**src/rtl/spi_flash_pkg.sv**
```systemverilog
// Shared definitions for the SPI NOR flash reader/writer pair: opcodes, status bits,
// writer state encoding and the latched write request.
package spi_flash_pkg;

  localparam logic [7:0] OP_READ = 8'h03;
  localparam logic [7:0] OP_WREN = 8'h06;
  localparam logic [7:0] OP_PP   = 8'h02;
  localparam logic [7:0] OP_SE4K = 8'h20;
  localparam logic [7:0] OP_RDSR = 8'h05;

  localparam int unsigned STATUS_WIP_BIT  = 0;
  localparam logic [7:0]  STATUS_WIP_MASK = 8'(1 << STATUS_WIP_BIT);

  typedef enum logic [2:0] {
    ST_IDLE,
    ST_WREN,
    ST_GAP1,
    ST_CMD,
    ST_GAP2,
    ST_POLL,
    ST_DONE
  } wr_state_t;

  typedef struct packed {
    logic        erase;
    logic [23:0] addr;
    logic [31:0] wdata;
  } wr_req_t;

  // Byte idx of the program/erase frame; data goes out least significant byte first.
  function automatic logic [7:0] cmd_byte(input wr_req_t req, input logic [2:0] idx);
    case (idx)
      3'd0:    cmd_byte = req.erase ? OP_SE4K : OP_PP;
      3'd1:    cmd_byte = req.addr[23:16];
      3'd2:    cmd_byte = req.addr[15:8];
      3'd3:    cmd_byte = req.addr[7:0];
      3'd4:    cmd_byte = req.wdata[7:0];
      3'd5:    cmd_byte = req.wdata[15:8];
      3'd6:    cmd_byte = req.wdata[23:16];
      default: cmd_byte = req.wdata[31:24];
    endcase
  endfunction

endpackage

```
**src/rtl/spi_byte_shift.sv**
```systemverilog
// Full-duplex mode-3 SPI byte engine: one setup clk then 8 bits of 2 clks, MSB first.
// A start on the done cycle chains the next byte with no idle clk (17 clk per byte).
module spi_byte_shift (
  input  logic       clk,
  input  logic       resetn,
  input  logic       start,
  input  logic [7:0] tx,
  input  logic       miso,
  output logic       sclk,
  output logic       mosi,
  output logic [7:0] rx,
  output logic       done_c
);

  localparam int unsigned CW = 5;
  localparam logic [CW-1:0] LAST = CW'(16);

  logic          busy;
  logic [CW-1:0] cnt;
  logic [7:0]    sh;

  assign done_c = busy && (cnt == LAST);

  // cnt 0 is setup; odd counts are the sclk-low half, even counts the sclk-high half
  always_ff @(posedge clk) begin
    if (!resetn) begin
      busy <= 1'b0;
      cnt  <= '0;
      sh   <= '0;
      rx   <= '0;
      sclk <= 1'b1;
      mosi <= 1'b0;
    end else if (start && (!busy || done_c)) begin
      busy <= 1'b1;
      cnt  <= '0;
      sh   <= tx;
      sclk <= 1'b1;
    end else if (busy) begin
      if (done_c) begin
        busy <= 1'b0;
      end else begin
        cnt <= cnt + CW'(1);
        if (!cnt[0]) begin
          sclk <= 1'b0;
          mosi <= sh[7];
          sh   <= {sh[6:0], 1'b0};
        end else begin
          sclk <= 1'b1;
          rx   <= {rx[6:0], miso};
        end
      end
    end
  end

endmodule

```
**src/rtl/spi_flash_writer.sv**
```systemverilog
// SPI NOR flash writer: WREN, then page program of one word or 4 KB sector erase,
// then RDSR polling until WIP clears or the poll budget runs out.
module spi_flash_writer
  import spi_flash_pkg::*;
#(
  parameter int unsigned CS_GAP     = 2,
  parameter int unsigned POLL_LIMIT = 65535
) (
  input  logic        clk,
  input  logic        resetn,
  input  logic        valid,
  input  logic        erase,
  input  logic [23:0] addr,
  input  logic [31:0] wdata,
  output logic        ready,
  output logic        error,
  output logic        spi_cs,
  output logic        spi_sclk,
  output logic        spi_mosi,
  input  logic        spi_miso
);

  localparam int unsigned PCW = $clog2(POLL_LIMIT + 1);
  localparam int unsigned GW  = $clog2(CS_GAP + 1);
  localparam logic [PCW-1:0] POLL_MAX = PCW'(POLL_LIMIT);
  localparam logic [GW-1:0]  GAP_LAST = GW'(CS_GAP - 1);

  wr_state_t      state, state_n;
  wr_req_t        req;
  logic [2:0]     idx, idx_d;
  logic [PCW-1:0] poll_cnt, poll_d;
  logic [GW-1:0]  hi_cnt;
  logic           cs_d, ready_d, error_d, load;
  logic           sh_start, sh_done_c;
  logic [7:0]     sh_tx, sh_rx;
  logic           gap_ok, accept, last_cmd, wip, timeout;

  spi_byte_shift u_shift (
    .clk    (clk),
    .resetn (resetn),
    .start  (sh_start),
    .tx     (sh_tx),
    .miso   (spi_miso),
    .sclk   (spi_sclk),
    .mosi   (spi_mosi),
    .rx     (sh_rx),
    .done_c (sh_done_c)
  );

  // hi_cnt is the number of completed CS-high clks minus one, saturating
  assign gap_ok   = (hi_cnt == GAP_LAST);
  assign accept   = valid && !ready && gap_ok;
  assign last_cmd = (idx == (req.erase ? 3'd3 : 3'd7));
  assign wip      = |(sh_rx & STATUS_WIP_MASK);
  assign timeout  = (poll_cnt == POLL_MAX);

  always_ff @(posedge clk) begin
    if (!resetn) state <= ST_IDLE;
    else         state <= state_n;
  end

  always_comb begin
    state_n = state;
    case (state)
      ST_IDLE: if (accept) state_n = ST_WREN;
      ST_WREN: if (sh_done_c) state_n = ST_GAP1;
      ST_GAP1: if (gap_ok) state_n = ST_CMD;
      ST_CMD:  if (sh_done_c && last_cmd) state_n = ST_GAP2;
      ST_GAP2: if (gap_ok) state_n = ST_POLL;
      ST_POLL: if (sh_done_c && (idx != 3'd0) && (!wip || timeout)) state_n = ST_DONE;
      ST_DONE: state_n = ST_IDLE;
      default: state_n = ST_IDLE;
    endcase
  end

  always_comb begin
    cs_d     = spi_cs;
    ready_d  = 1'b0;
    error_d  = 1'b0;
    load     = 1'b0;
    sh_start = 1'b0;
    sh_tx    = 8'h00;
    idx_d    = idx;
    poll_d   = poll_cnt;
    case (state)
      ST_IDLE: if (accept) begin
        load     = 1'b1;
        cs_d     = 1'b0;
        sh_start = 1'b1;
        sh_tx    = OP_WREN;
        poll_d   = '0;
      end
      ST_WREN: if (sh_done_c) cs_d = 1'b1;
      ST_GAP1: if (gap_ok) begin
        cs_d     = 1'b0;
        sh_start = 1'b1;
        sh_tx    = cmd_byte(req, 3'd0);
        idx_d    = 3'd0;
      end
      ST_CMD: if (sh_done_c) begin
        if (last_cmd) begin
          cs_d = 1'b1;
        end else begin
          sh_start = 1'b1;
          sh_tx    = cmd_byte(req, idx + 3'd1);
          idx_d    = idx + 3'd1;
        end
      end
      ST_GAP2: if (gap_ok) begin
        cs_d     = 1'b0;
        sh_start = 1'b1;
        sh_tx    = OP_RDSR;
        idx_d    = 3'd0;
      end
      // idx 0 is the RDSR opcode byte; every later byte is a status read
      ST_POLL: if (sh_done_c) begin
        if (idx == 3'd0) begin
          sh_start = 1'b1;
          idx_d    = 3'd1;
        end else if (!wip || timeout) begin
          cs_d    = 1'b1;
          ready_d = 1'b1;
          error_d = wip;
        end else begin
          sh_start = 1'b1;
          poll_d   = (poll_cnt == '1) ? poll_cnt : poll_cnt + PCW'(1);
        end
      end
      default: ;
    endcase
  end

  always_ff @(posedge clk) begin
    if (!resetn) begin
      spi_cs   <= 1'b1;
      ready    <= 1'b0;
      error    <= 1'b0;
      idx      <= '0;
      poll_cnt <= '0;
      hi_cnt   <= '0;
      req      <= '0;
    end else begin
      spi_cs   <= cs_d;
      ready    <= ready_d;
      error    <= error_d;
      idx      <= idx_d;
      poll_cnt <= poll_d;
      hi_cnt   <= (cs_d && spi_cs) ? ((hi_cnt == GAP_LAST) ? hi_cnt : hi_cnt + GW'(1)) : '0;
      if (load) req <= '{erase: erase, addr: addr, wdata: wdata};
    end
  end

endmodule

```
**config.mk**
```make
export PLATFORM = sky130hd
export DESIGN_NAME = spi_flash_writer
export DESIGN_NICKNAME = d
export VERILOG_FILES = /design/src/rtl/spi_flash_pkg.sv /design/src/rtl/spi_byte_shift.sv /design/src/rtl/spi_flash_writer.sv
export SDC_FILE = /design/constraint.sdc
export NUM_CORES = 1
export LEC_CHECK = 0
export BUFFER_PORTS_ARGS = -buffer_cell sky130_fd_sc_hd__buf_4
export CAP_MARGIN = 20
export CORE_MARGIN = 3
export CORE_UTILIZATION = 57
export CTS_CLUSTER_DIAMETER = 150
export DETAILED_ROUTE_END_ITERATION = 12
export GPL_ROUTABILITY_DRIVEN = 1
export PLACE_DENSITY = 0.79
export SKIP_LAST_GASP = 1
export SYNTH_ARGS = -nofsm -noshare
export SYNTH_HDL_FRONTEND = slang
export SYNTH_SLANG_ARGS = --single-unit
```
**constraint.sdc**
```tcl
create_clock -name clk -period 2.2 [get_ports clk]
set_input_delay 0.44 -clock clk [delete_from_list [all_inputs] [get_ports clk]]
set_output_delay 0.44 -clock clk [all_outputs]
set_load 0.02 [all_outputs]
```
---- Word level (Yosys, flattened, before mapping) ----
Cells that the tools add are included.
word-level totals
  input bits .............................. 61
  register bits after elaboration ......... 101
operators by class
  $add $sub $neg .......................... 4
  muxes and demuxes ....................... 55
  bitwise gates (word level) .............. 6
  reductions and logical operators ........ 32
  equality and inequality tests ........... 31
operator list
  cell                                                  number
  2-to-1 mux 16 bit                                     5
  case mux 8 bit (7 select lines)                       1
  2-to-1 mux 8 bit                                      6
  2-to-1 mux 3 bit                                      14
  case mux 16 bit (2 select lines)                      1
  case mux 8 bit (4 select lines)                       1
  inequality test 2 bit (second input constant)         14
  2-to-1 mux 1 bit                                      21
  case mux 3 bit (6 select lines)                       1
  AND reduction 6 bit                                   3
  adder 16 x 1 -> 16 bit (second input constant)        1
  equality test 16 bit (second input constant)          1
  equality test 3 bit (second input constant)           5
  equality test 3 x 2 -> 1 bit (second input constant)  4
  2-to-1 mux 6 bit                                      2
  logical NOT 3 bit                                     3
  case mux 3 bit (3 select lines)                       1
  logical AND 1 bit                                     8
  AND reduction 4 bit                                   2
  equality test 3 x 1 -> 1 bit (second input constant)  2
  NOT 1 bit                                             6
  nonzero test 3 bit                                    2
  adder 5 x 1 -> 5 bit (second input constant)          1
  equality test 5 bit (second input constant)           1
  15 further kinds                                      22

---- Depth between registers and ports, before layout ----
Gate-level depths: netlist (run 1).
  depth in word-level cells ............... 9
  mapped depth ............................ 10

---- By module ----
A second synthesis (run 1) with hierarchy kept.
second synthesis, totals
  cells, all modules ...................... 671
  area total of the unflattened synthesis .. 5292.6 um^2
modules (own cells, without submodules)
  module            area each (um^2)  times used  cells an instance
  spi_flash_writer  4035.1            1           537
  spi_byte_shift    1257.5            1           134

---- Worst setup path after synthesis (run 1) ----
OpenSTA, ideal clock, no wires.
  path type ............................... flip-flop to flip-flop
  from .................................... register idx[0]
  to ...................................... register poll_cnt[13]
  setup slack ............................. 0.217 ns
  data required time ...................... 2.072 ns
  arrival ................................. 1.855 ns
  cell stages (with the launch flop) ...... 11
  clock period less this slack ............ 1.983 ns
  cell sequence ........................... dfxtp_1 -> inv_1 -> ha_1 -> buf_2 -> nand2b_1 -> nand4_1 -> o31ai_4 -> buf_6 -> nand3b_1 -> xnor2_1 -> nor2_1
between the ends
  word-level cells in the longest chain between the ends .. 3
RTL lines
  what                                    line                     source
  start, declared                         spi_flash_writer.sv:30   logic [2:0] idx, idx_d;
  start signal, assigned                  spi_flash_writer.sv:146  idx <= idx_d;
  logical NOT 3 bit                       spi_flash_writer.sv:117  if (idx == 3'd0) begin
  inequality test 2 bit (no source line)  -
  AND reduction 6 bit (no source line)    -
  end signal, assigned                    spi_flash_writer.sv:147  poll_cnt <= poll_d;
  end, declared                           spi_flash_writer.sv:31   logic [PCW-1:0] poll_cnt, poll_d;
No other way between the ends.
A chain may end at the register's enable or synchronous reset.

---- Worst setup path in the final report (run 1) ----
  from .................................... register u_shift.cnt[1]
  to ...................................... register u_shift.sh[3]
between the ends
  word-level cells in the longest chain between the ends .. 7
  elaborated cells between the ends (all ways) .. 14
RTL lines
  what                                                            line                                              source
  start, declared                                                 spi_byte_shift.sv:19                              logic [CW-1:0] cnt;
  start signal, assigned                                          spi_byte_shift.sv:42                              cnt <= cnt + CW'(1);
  equality test 5 bit *                                           spi_byte_shift.sv:22                              assign done_c = busy && (cnt == LAST);
  logical AND 1 bit *                                             spi_byte_shift.sv:22
  2-to-1 mux 1 bit (on tied branches)                             spi_flash_writer.sv:116, spi_flash_writer.sv:100
  case mux 1 bit (4 select lines)                                 spi_flash_writer.sv:85                            case (state)
  logical AND 1 bit                                               spi_byte_shift.sv:33                              end else if (start && (!busy || done_c)) begin
  inequality test 2 bit (no source line) (tied with other cells)  -
  AND reduction 3 bit (no source line)                            -
  end signal, assigned                                            spi_byte_shift.sv:36                              sh <= tx;
  end signal, assigned                                            spi_byte_shift.sv:46                              sh <= {sh[6:0], 1'b0};
  end, declared                                                   spi_byte_shift.sv:20                              logic [7:0] sh;
Every way passes the cells marked *; elsewhere a longest branch is shown, timed or not.

==> impl_metrics.csv, run 1 <==
group,metric,value,unit
clock_tree,htree_levels,3,
critical_path,critical_path.max_fanout,8,
timing,setup_viol,0,
synthesis,synth_edf_count,0,
critical_path,cp-end-kind,"flop",
timing,min_period,2100,ps
global_route,first_global_vias,4052,
clock_tree,cts_setup_buffers,0,
run_status,status,"completed",
detailed_routing,ant_nets,0,
clock_tree,cts_buffers,9,
synthesis,netlist_area,4680,um2
synthesis,syn-num-nets,649,
detailed_routing,dr.pass1.iters,6,
timing,tns,0,ps
detailed_routing,dr_total_vias,4271,
global_route,grtUsageTotal,23.5,%
critical_path,critPathKind,"reg -> reg",
timing,max_freq,476,MHz
synthesis,syn_avg_cell_area,8.08,um2
floorplanning,dieArea,9330,um2
clock_tree,root_buffer,"clkbuf_8",
placement,gp_congestion,0.899,
floorplanning,die_w,96.6,um
timing,clock_skew,7.74,ps
pwr,ir_drop,0.484,mV
pwr,p_sw_share,32.4,%
global_route,antenna_found_initial,0,
placement,dp_hpwl,8000,um
pwr,power.internal,2910,uW
finish,layoutNonFillerInstCount,749,
floorplanning,die_h,96.6,um
finish,layout_commonest_cell,"nand2_1",
synthesis,synth_ff_type,"dfxtp_1",
detailed_routing,vias_per_cell,5.70,
detailed_routing,drcViolationCount,0,
timing,drv_slew,0,
finish,fill_cells,666,
synthesis,synth_seq_cells,101,
timing,grt_setup_unrepaired,"false",
synthesis,synth_cells,579,
floorplanning,io_pins,66,
finish,drive_above_1_share,19.3,%
finish,mostFrequentLayoutCells,"nand2_1 (145), dfxtp_1 (100), buf_4 (84), a21oi_1 (79), nor2_1 (41)",
critical_path,crit_required,2460,ps
clock_tree,clk-insertion-delay-late,360,ps
pwr,power_frac_comb,24.0,%
worst_hold_path,hold_class,"in -> reg",
clock_tree,clockBufferDepth,2,
finish,syn_to_final_growth,18.5,%
synthesis,yosysUniqueCellTypes,58,
synthesis,ys_seq_area_share,43.2,%
finish,nets,712,
clock_tree,clock_sinks,101,
placement,dp.cells,733,
clock_tree,cts_tree,"done",
global_route,grt_pass1_wl,18600,um
pwr,cellLeakagePower,0.00212,uW
pwr,pwr_density_cell,776,nW/um2
pwr,clkPwrFrac,25.3,%
finish,multi_input_area,2470,um2
critical_path,arrival,2360,ps
job,drv_cap,0,
timing,maxSlewHeadroom,49.6,%
placement,port_buffers,65,
finish,regArea,2020,um2
detailed_routing,drt-total-wl,11100,um
pwr,seqPwrFrac,50.7,%
timing,hold_violations,0,
synthesis,synth-async-reset-ratio,0,%
synthesis,yosys_warnings,0,
detailed_routing,wl_per_cell,14.8,um
global_route,grt-ovfl-total,0,
pwr,power_switching,1390,uW
finish,diodes,0,
detailed_routing,drt-initial-drc-count,279,
floorplanning,coreArea,7850,um2
timing,fin_crit_sh,95.4,%
floorplanning,floorplan.initialDensity,59.6,%
floorplanning,row_count,32,
critical_path,startpoint_type,"flop",
global_route,grt_max_degree,60,
clock_tree,cts.clk_slew.worst_paths,100,ps
timing,max_slew.worst_pin.slew,751,ps
## layout make-up
type / count / area share, %
Clock buffer: 10 / 2.30
Clock inverter: 6 / 0.925
Inverter: 14 / 0.948
Multi-Input combinational cell: 429 / 44.6
Sequential cell: 101 / 36.5
Tap cell: 102 / 2.30
Timing Repair Buffer: 87 / 12.5
## final timing paths
check                                     end            from  cells after the start  slack [ps]
worst min-delay path                   req[2]        wdata[2]                      3         310
worst max register to register  u_shift.sh[3]  u_shift.cnt[1]                      8         100
worst max-delay path            u_shift.sh[3]  u_shift.cnt[1]                      8         100
worst min register to register        req[41]         req[41]                      2         460
## stage by stage
| stage | total power [uW] | setup WS (ps) | area (um2) | util (%) | hold WS (ps) |
|---|---|---|---|---|---|
| after floorplan | 2880 | 217 | 4680 | - | 429 |
| after global placement | 3210 | 169 | 5350 | 68.1 | 447 |
| after detailed placement | 3250 | 74.3 | 5350 | 68.1 | 448 |
| after CTS | 4330 | 47.4 | 5530 | 70.4 | 296 |
| after global routing | 4550 | 7.85 | 5550 | 70.7 | 290 |
| final | 4300 | 101 | 5550 | 70.7 | 310 |
## cells in the mapped netlist (all sizes together) (7+ instances only)
library cell / count / area share (%)
xor2: 18 / 3.4
inv: 13 / 1.0
nand4: 11 / 1.5
a222oi: 8 / 1.7
nand2b: 7 / 0.94
dfxtp: 101 / 43
ha: 9 / 2.4
nand2: 147 / 12
nor2: 41 / 3.3
clkbuf: 23 / 1.8
buf: 12 / 1.4
nand3: 8 / 0.96
a221oi: 7 / 1.3
o21ai: 17 / 1.8
a21oi: 79 / 8.4
## flip-flops by register name, summed over array words and instances, names as in the netlist, 2 cells and up
name         count
hi_cnt           2
idx              3
poll_cnt        16
req             57
state            3
u_shift.cnt      5
u_shift.sh       8
## metal layers
| metal | share of wire (%) | routed length (um) | GRT usage, % |
|---|---|---|---|
| met5 | 0 | 0 | 0 |
| met4 | 1.8 | 205 | 7.02 |
| met3 | 5.7 | 631 | 5.62 |
| met2 | 49 | 5450 | 38.9 |
| met1 | 43 | 4820 | 30.4 |
## power groups by stage
stage | combinational, uW | clock [uW] | sequential, uW
finish | 1030 | 1090 | 2180
global route | 1160 | 1190 | 2200
CTS | 1030 | 1110 | 2180
detailed placement | 1030 | 0 | 2220
global placement | 995 | 0 | 2220
floorplan | 698 | 0 | 2180
## worst max-delay path, stage by stage, from the launching register on
cell,delay [ps]
dfxtp_1,350
inv_1,60
ha_1,140
and4bb_4,320
nand2_4,90
o32ai_2,410
nand3_2,230
o21a_1,180
o221a_1,200
## kinds of logic after synthesis
logic type                 Yosys count  synth area share (%)
DFF                                101                  43.2
muxes                                9                  2.03
buffers and inverters               49                  4.36
AOI/OAI and AO/OA                  145                  20.3
adders and majority gates            9                  2.41
xor gates and xnor gates            21                  4.09
and+or+nand+nor                    245                  23.6
## timing repair
action	CTS	global route
hold buffers	0	0
resized for setup	0	6
endpoints found under the setup margin	0	24
Power figures use the tool's default switching activity.
==> run 2, diff against run 1 <==
--- a/config.mk
+++ b/config.mk
@@ -12,7 +12,7 @@
 export CTS_CLUSTER_DIAMETER = 150
 export DETAILED_ROUTE_END_ITERATION = 12
 export GPL_ROUTABILITY_DRIVEN = 1
-export PLACE_DENSITY = 0.79
+export PLACE_DENSITY_LB_ADDON = 0.15
 export SKIP_LAST_GASP = 1
 export SYNTH_ARGS = -nofsm -noshare
 export SYNTH_HDL_FRONTEND = slang
==> impl_metrics.csv, run 2 (synthesis gave the netlist of run 1 again) <==
group,metric,value,unit
finish,design_area,5610,um2
finish,diodes,0,
critical_path,arrival,2340,ps
timing,clock_skew,6.54,ps
clock_tree,cts_buffers,9,
timing,max_freq,480,MHz
floorplanning,floorplan.initialDensity,59.6,%
timing,max_slew.worst_pin.slew,690,ps
timing,drv_slew,0,
detailed_routing,drt-initial-drc-count,247,
finish,utilization,71.4,%
detailed_routing,drcViolationCount,0,
finish,largest_register_ffs,57,
detailed_routing,dr.pass1.iters,5,
pwr,ir_drop,0.420,mV
critical_path,cp-end-kind,"flop",
floorplanning,io_pins,66,
detailed_routing,vias_per_cell,5.74,
clock_tree,clockBufferDepth,2,
placement,dp_hpwl,8330,um
placement,place_area,5330,um2
critical_path,startpoint_type,"flop",
clock_tree,htree_levels,3,
clock_tree,cts.clk_slew.worst_paths,100,ps
pwr,cellLeakagePower,0.00214,uW
critical_path,critical_path.max_stage_delay,490,ps
timing,setup_viol,0,
finish,nets,712,
finish,layout_commonest_cell,"nand2_1",
floorplanning,row_count,32,
timing,grt_setup_unrepaired,"false",
global_route,grtUsageTotal,24.6,%
run_status,status,"completed",
floorplanning,die_w,96.6,um
detailed_routing,drt-total-wl,11500,um
detailed_routing,ant_nets,0,
global_route,antenna_found_initial,0,
global_route,grt_max_degree,58,
timing,tns,0,ps
worst_hold_path,hold_class,"in -> reg",
detailed_routing,wl_per_cell,15.4,um
finish,drive_above_1_share,19.3,%
timing,fin_crit_sh,94.6,%
finish,mostFrequentLayoutCells,"nand2_1 (146), dfxtp_1 (100), buf_4 (85), a21oi_1 (79), nor2_1 (41)",
placement,gp_congestion,0.828,
clock_tree,root_buffer,"clkbuf_8",
timing,min_period,2080,ps
clock_tree,clock_sinks,101,
critical_path,critPathKind,"reg -> reg",
finish,syn_to_final_growth,19.8,%
critical_path,path_cells,"inv_1 > ha_2 > a222oi_1 > mux2_2 > a21oi_1 > o21a_1 > o221a_1",
pwr,pwr_density_cell,830,nW/um2
job,drv_cap,0,
timing,maxSlewHeadroom,53.7,%
timing,fin_hold_ws,303,ps
critical_path,worst_path_max_delay_cell,"a222oi_1",
finish,regMostFlops,"req",
critical_path,critical_path.max_fanout,6,
floorplanning,dieArea,9330,um2
timing,hold_violations,0,
global_route,grt-ovfl-total,0,
clock_tree,cts_tree,"done",
critical_path,crit_required,2460,ps
global_route,grt_pass1_wl,19200,um
floorplanning,die_h,96.6,um
clock_tree,clk-insertion-delay-late,370,ps
floorplanning,coreArea,7850,um2
global_route,first_global_vias,4085,
finish,reg_top3,"req: 57 flops, poll_cnt: 16 flops, u_shift.sh: 8 flops",
placement,port_buffers,65,
detailed_routing,dr_total_vias,4296,
==> run 2: cell types whose count changed in the layout (fill, tap and decap cells not counted), sizes merged <==
cell / previous run / this run
inv: 17 / 14
bufinv: 0 / 3
clkinv: 2 / 1
clkbuf: 10 / 11
==> run 2: power by group <==
part           switching, uW  internal (uW)  total (uW)
Clock                    655            792        1450
Combinational            591            437        1030
Sequential               145           2040        2180
Total                   1390           3260        4660
==> run 2: per-stage QoR <==
step	std cells	setup slack (ps)	total power (uW)
6_report	749	119	4660
5_1_grt	749	8.92	4880
4_1_cts	748	9.61	4640
3_5_place_dp	732	62.2	3220
3_3_place_gp	732	145	3200
2_1_floorplan	579	217	2880
==> run 2: repair_timing <==
| item | 4_1_cts | 5_1_grt |
|---|---|---|
| hold buffers | 0 | 0 |
| setup endpoints to repair | 0 | 21 |
| gates resized for setup | 0 | 7 |
| setup buffers | 0 | 1 |
==> run 2: routing by layer <==
layer	track usage (%)	up-vias	share of wire [%]	wire length [um]
met5	0	-	0	0
met4	9.83	0	2.1	241
met3	4.40	23	5.1	592
met2	39.2	133	47	5450
met1	33.2	2012	46	5260
li1	-	2128	-	-
==> run 2: path summary, 6_finish.rpt <==
kind	from	endpoint	slack, ps	depth (start not counted)
min reg2reg	req[51]	req[51]	460	2
max reg2reg	idx[1]	u_shift.sh[5]	120	7
max	idx[1]	u_shift.sh[5]	120	7
min	wdata[17]	req[17]	300	3
==> run 2: critical path, delay by kind of cell (launching register included) <==
family,cells,cell delay (ps)
DFF,1,420
buffers and inverters,1,100
muxes,1,260
adders and majority gates,1,220
AOI/OAI and AO/OA,4,980
==> run 2: final cells by class <==
type | instances | area [um2]
Inverter | 14 | 52.6
Multi-Input combinational cell | 429 | 2480
Clock buffer | 11 | 141
Fill cell | 617 | 2240
Sequential cell | 101 | 2020
Clock inverter | 5 | 106
Timing Repair Buffer | 87 | 678
Tap cell | 102 | 128
==> run 3, diff against run 2 <==
==> constraint.sdc (replaced) <==
create_clock -name clk -period 2.2 [get_ports clk]
set_input_delay 0.11 -clock clk [delete_from_list [all_inputs] [get_ports clk]]
set_output_delay 0.11 -clock clk [all_outputs]
set_load 0.02 [all_outputs]
==> impl_metrics.csv, run 3 (synthesis gave the netlist of run 1 again) <==
group,metric,value,unit
run_status,status,"completed",
finish,drive_above_1_share,18.5,%
placement,gp_congestion,0.877,
clock_tree,clockBufferDepth,2,
finish,design_area,6010,um2
timing,setup_viol,0,
finish,diodes,0,
finish,nets,757,
timing,hold_violations,0,
timing,fin_crit_sh,95.8,%
timing,clock_skew,9.40,ps
finish,regArea,2020,um2
clock_tree,cts_tree,"done",
timing,tns,0,ps
detailed_routing,vias_per_cell,5.81,
job,drv_cap,0,
timing,setup_ws,92.7,ps
clock_tree,htree_levels,3,
global_route,grt_max_degree,58,
critical_path,startpoint_type,"flop",
worst_hold_path,min_to,"req[40]",
detailed_routing,dr.pass1.iters,6,
global_route,grt_pass1_wl,21100,um
critical_path,reg2reg_from,"idx[1]",
critical_path,rr_worst_depth,9,
floorplanning,io_pins,66,
detailed_routing,drcViolationCount,0,
pwr,p_sw_share,30.8,%
detailed_routing,ant_nets,0,
critical_path,cp-end-kind,"flop",
finish,reg_top3,"req: 57 flops, poll_cnt: 16 flops, u_shift.sh: 8 flops",
detailed_routing,dr_total_vias,4607,
placement,dp_hpwl,8650,um
placement,post-place-ws,89.1,ps
finish,fill_cells,584,
pwr,seqPwrFrac,47.8,%
pwr,pwr_density_cell,761,nW/um2
placement,port_buffers,65,
worst_hold_path,hold_class,"in -> reg",
detailed_routing,drt-total-wl,12500,um
pwr,ir_drop,0.444,mV
finish,layout_commonest_cell,"nand2_1",
finish,multi_input_area,2470,um2
finish,largest_register_ffs,57,
global_route,antenna_found_initial,0,
timing,drv_slew,0,
global_route,first_global_vias,4602,
global_route,grtUsageTotal,27.1,%
critical_path,critical_path.max_fanout,5,
placement,dp.cells,734,
detailed_routing,drt-initial-drc-count,316,
floorplanning,die_w,96.6,um
pwr,clkPwrFrac,28.1,%
critical_path,rr_endpoint,"u_shift.sh[5]",
timing,maxSlewHeadroom,54.8,%
finish,regMostFlops,"req",
clock_tree,cts_buffers,9,
floorplanning,floorplan.initialDensity,59.6,%
floorplanning,coreArea,7850,um2
critical_path,rrSetupSlack,90,ps
pwr,power_switching,1410,uW
timing,max_freq,475,MHz
clock_tree,clock_sinks,101,
finish,mostFrequentLayoutCells,"nand2_1 (145), dfxtp_1 (100), buf_4 (89), a21oi_1 (79)",
floorplanning,dieArea,9330,um2
finish,utilization,76.5,%
clock_tree,cts.clk_slew.worst_paths,100,ps
clock_tree,root_buffer,"clkbuf_8",
placement,place_area,5340,um2
global_route,grt-ovfl-total,0,
critical_path,crit_required,2520,ps
clock_tree,clk-insertion-delay-late,370,ps
critical_path,critPathKind,"reg -> reg",
floorplanning,row_count,32,
finish,syn_to_final_growth,28.3,%
finish,layoutNonFillerInstCount,793,
timing,min_period,2110,ps
pwr,cellLeakagePower,0.00232,uW
timing,max_slew.worst_pin.slew,672,ps
worst_hold_path,hold_path_depth,3,
critical_path,arrival,2430,ps
detailed_routing,wl_per_cell,15.8,um
floorplanning,die_h,96.6,um
pwr,power_frac_comb,24.2,%
pwr,power.internal,3160,uW
worst_hold_path,holdCritStartpoint,"addr[8]",
timing,grt_setup_unrepaired,"false",
[run 3: layer usage]
layer	vias to the layer above	track usage [%]	routed length, um
met5	-	0	0
met4	0	13.4	364
met3	37	4.90	811
met2	186	45.6	6220
met1	2165	33.2	5140
li1	2219	-	-
[run 3: worst max-delay path: stages (launching register included)]
cell,delay [ps]
dfxtp_1,360
ha_1,240
xnor2_2,160
buf_4,180
a2111oi_4,410
buf_4,180
nand2_1,40
a21oi_1,160
o21a_1,140
o221a_1,170
[run 3: worst max-delay path by stage]
stage                     slack [ps]             to  cells after the start   start
after CTS                         70  u_shift.sh[2]                      9  idx[0]
after detailed placement          90  u_shift.sh[2]                      9  idx[0]
after global routing              10  u_shift.sh[0]                      9  idx[1]
after global placement           170  u_shift.sh[5]                      8  idx[0]
after floorplan                  220   poll_cnt[13]                     10  idx[0]
final                             90  u_shift.sh[5]                      9  idx[1]
[run 3: layout make-up]
type	instances	share of cell area, %
tap	102	2.12
inverter	14	0.875
sequential	101	33.7
multi-input combinational	429	41.2
clock buffer	10	2.12
timing repair buffer	132	18.6
clock inverter	5	1.40
[run 3: power by group through the flow]
| stage | combinational (uW) | clock [uW] | sequential [uW] |
|---|---|---|---|
| final | 1110 | 1280 | 2180 |
| after global routing | 1240 | 1360 | 2200 |
| after CTS | 1090 | 1280 | 2180 |
| after detailed placement | 1030 | 0 | 2220 |
| after global placement | 996 | 0 | 2210 |
| after floorplan | 698 | 0 | 2180 |
[run 3: per-stage QoR]
step	total power (uW)	hold WS, ps
after global routing	4800	2.81
after detailed placement	3250	355
after floorplan	2880	246
after global placement	3210	340
final	4570	3.53
after CTS	4550	0.202
[run 3: what timing repair did]
item,in CTS,in global routing
hold buffers,41,0
setup buffers,0,3
setup endpoints to repair,0,17
hold endpoints to repair,41,0
resized for setup,0,6
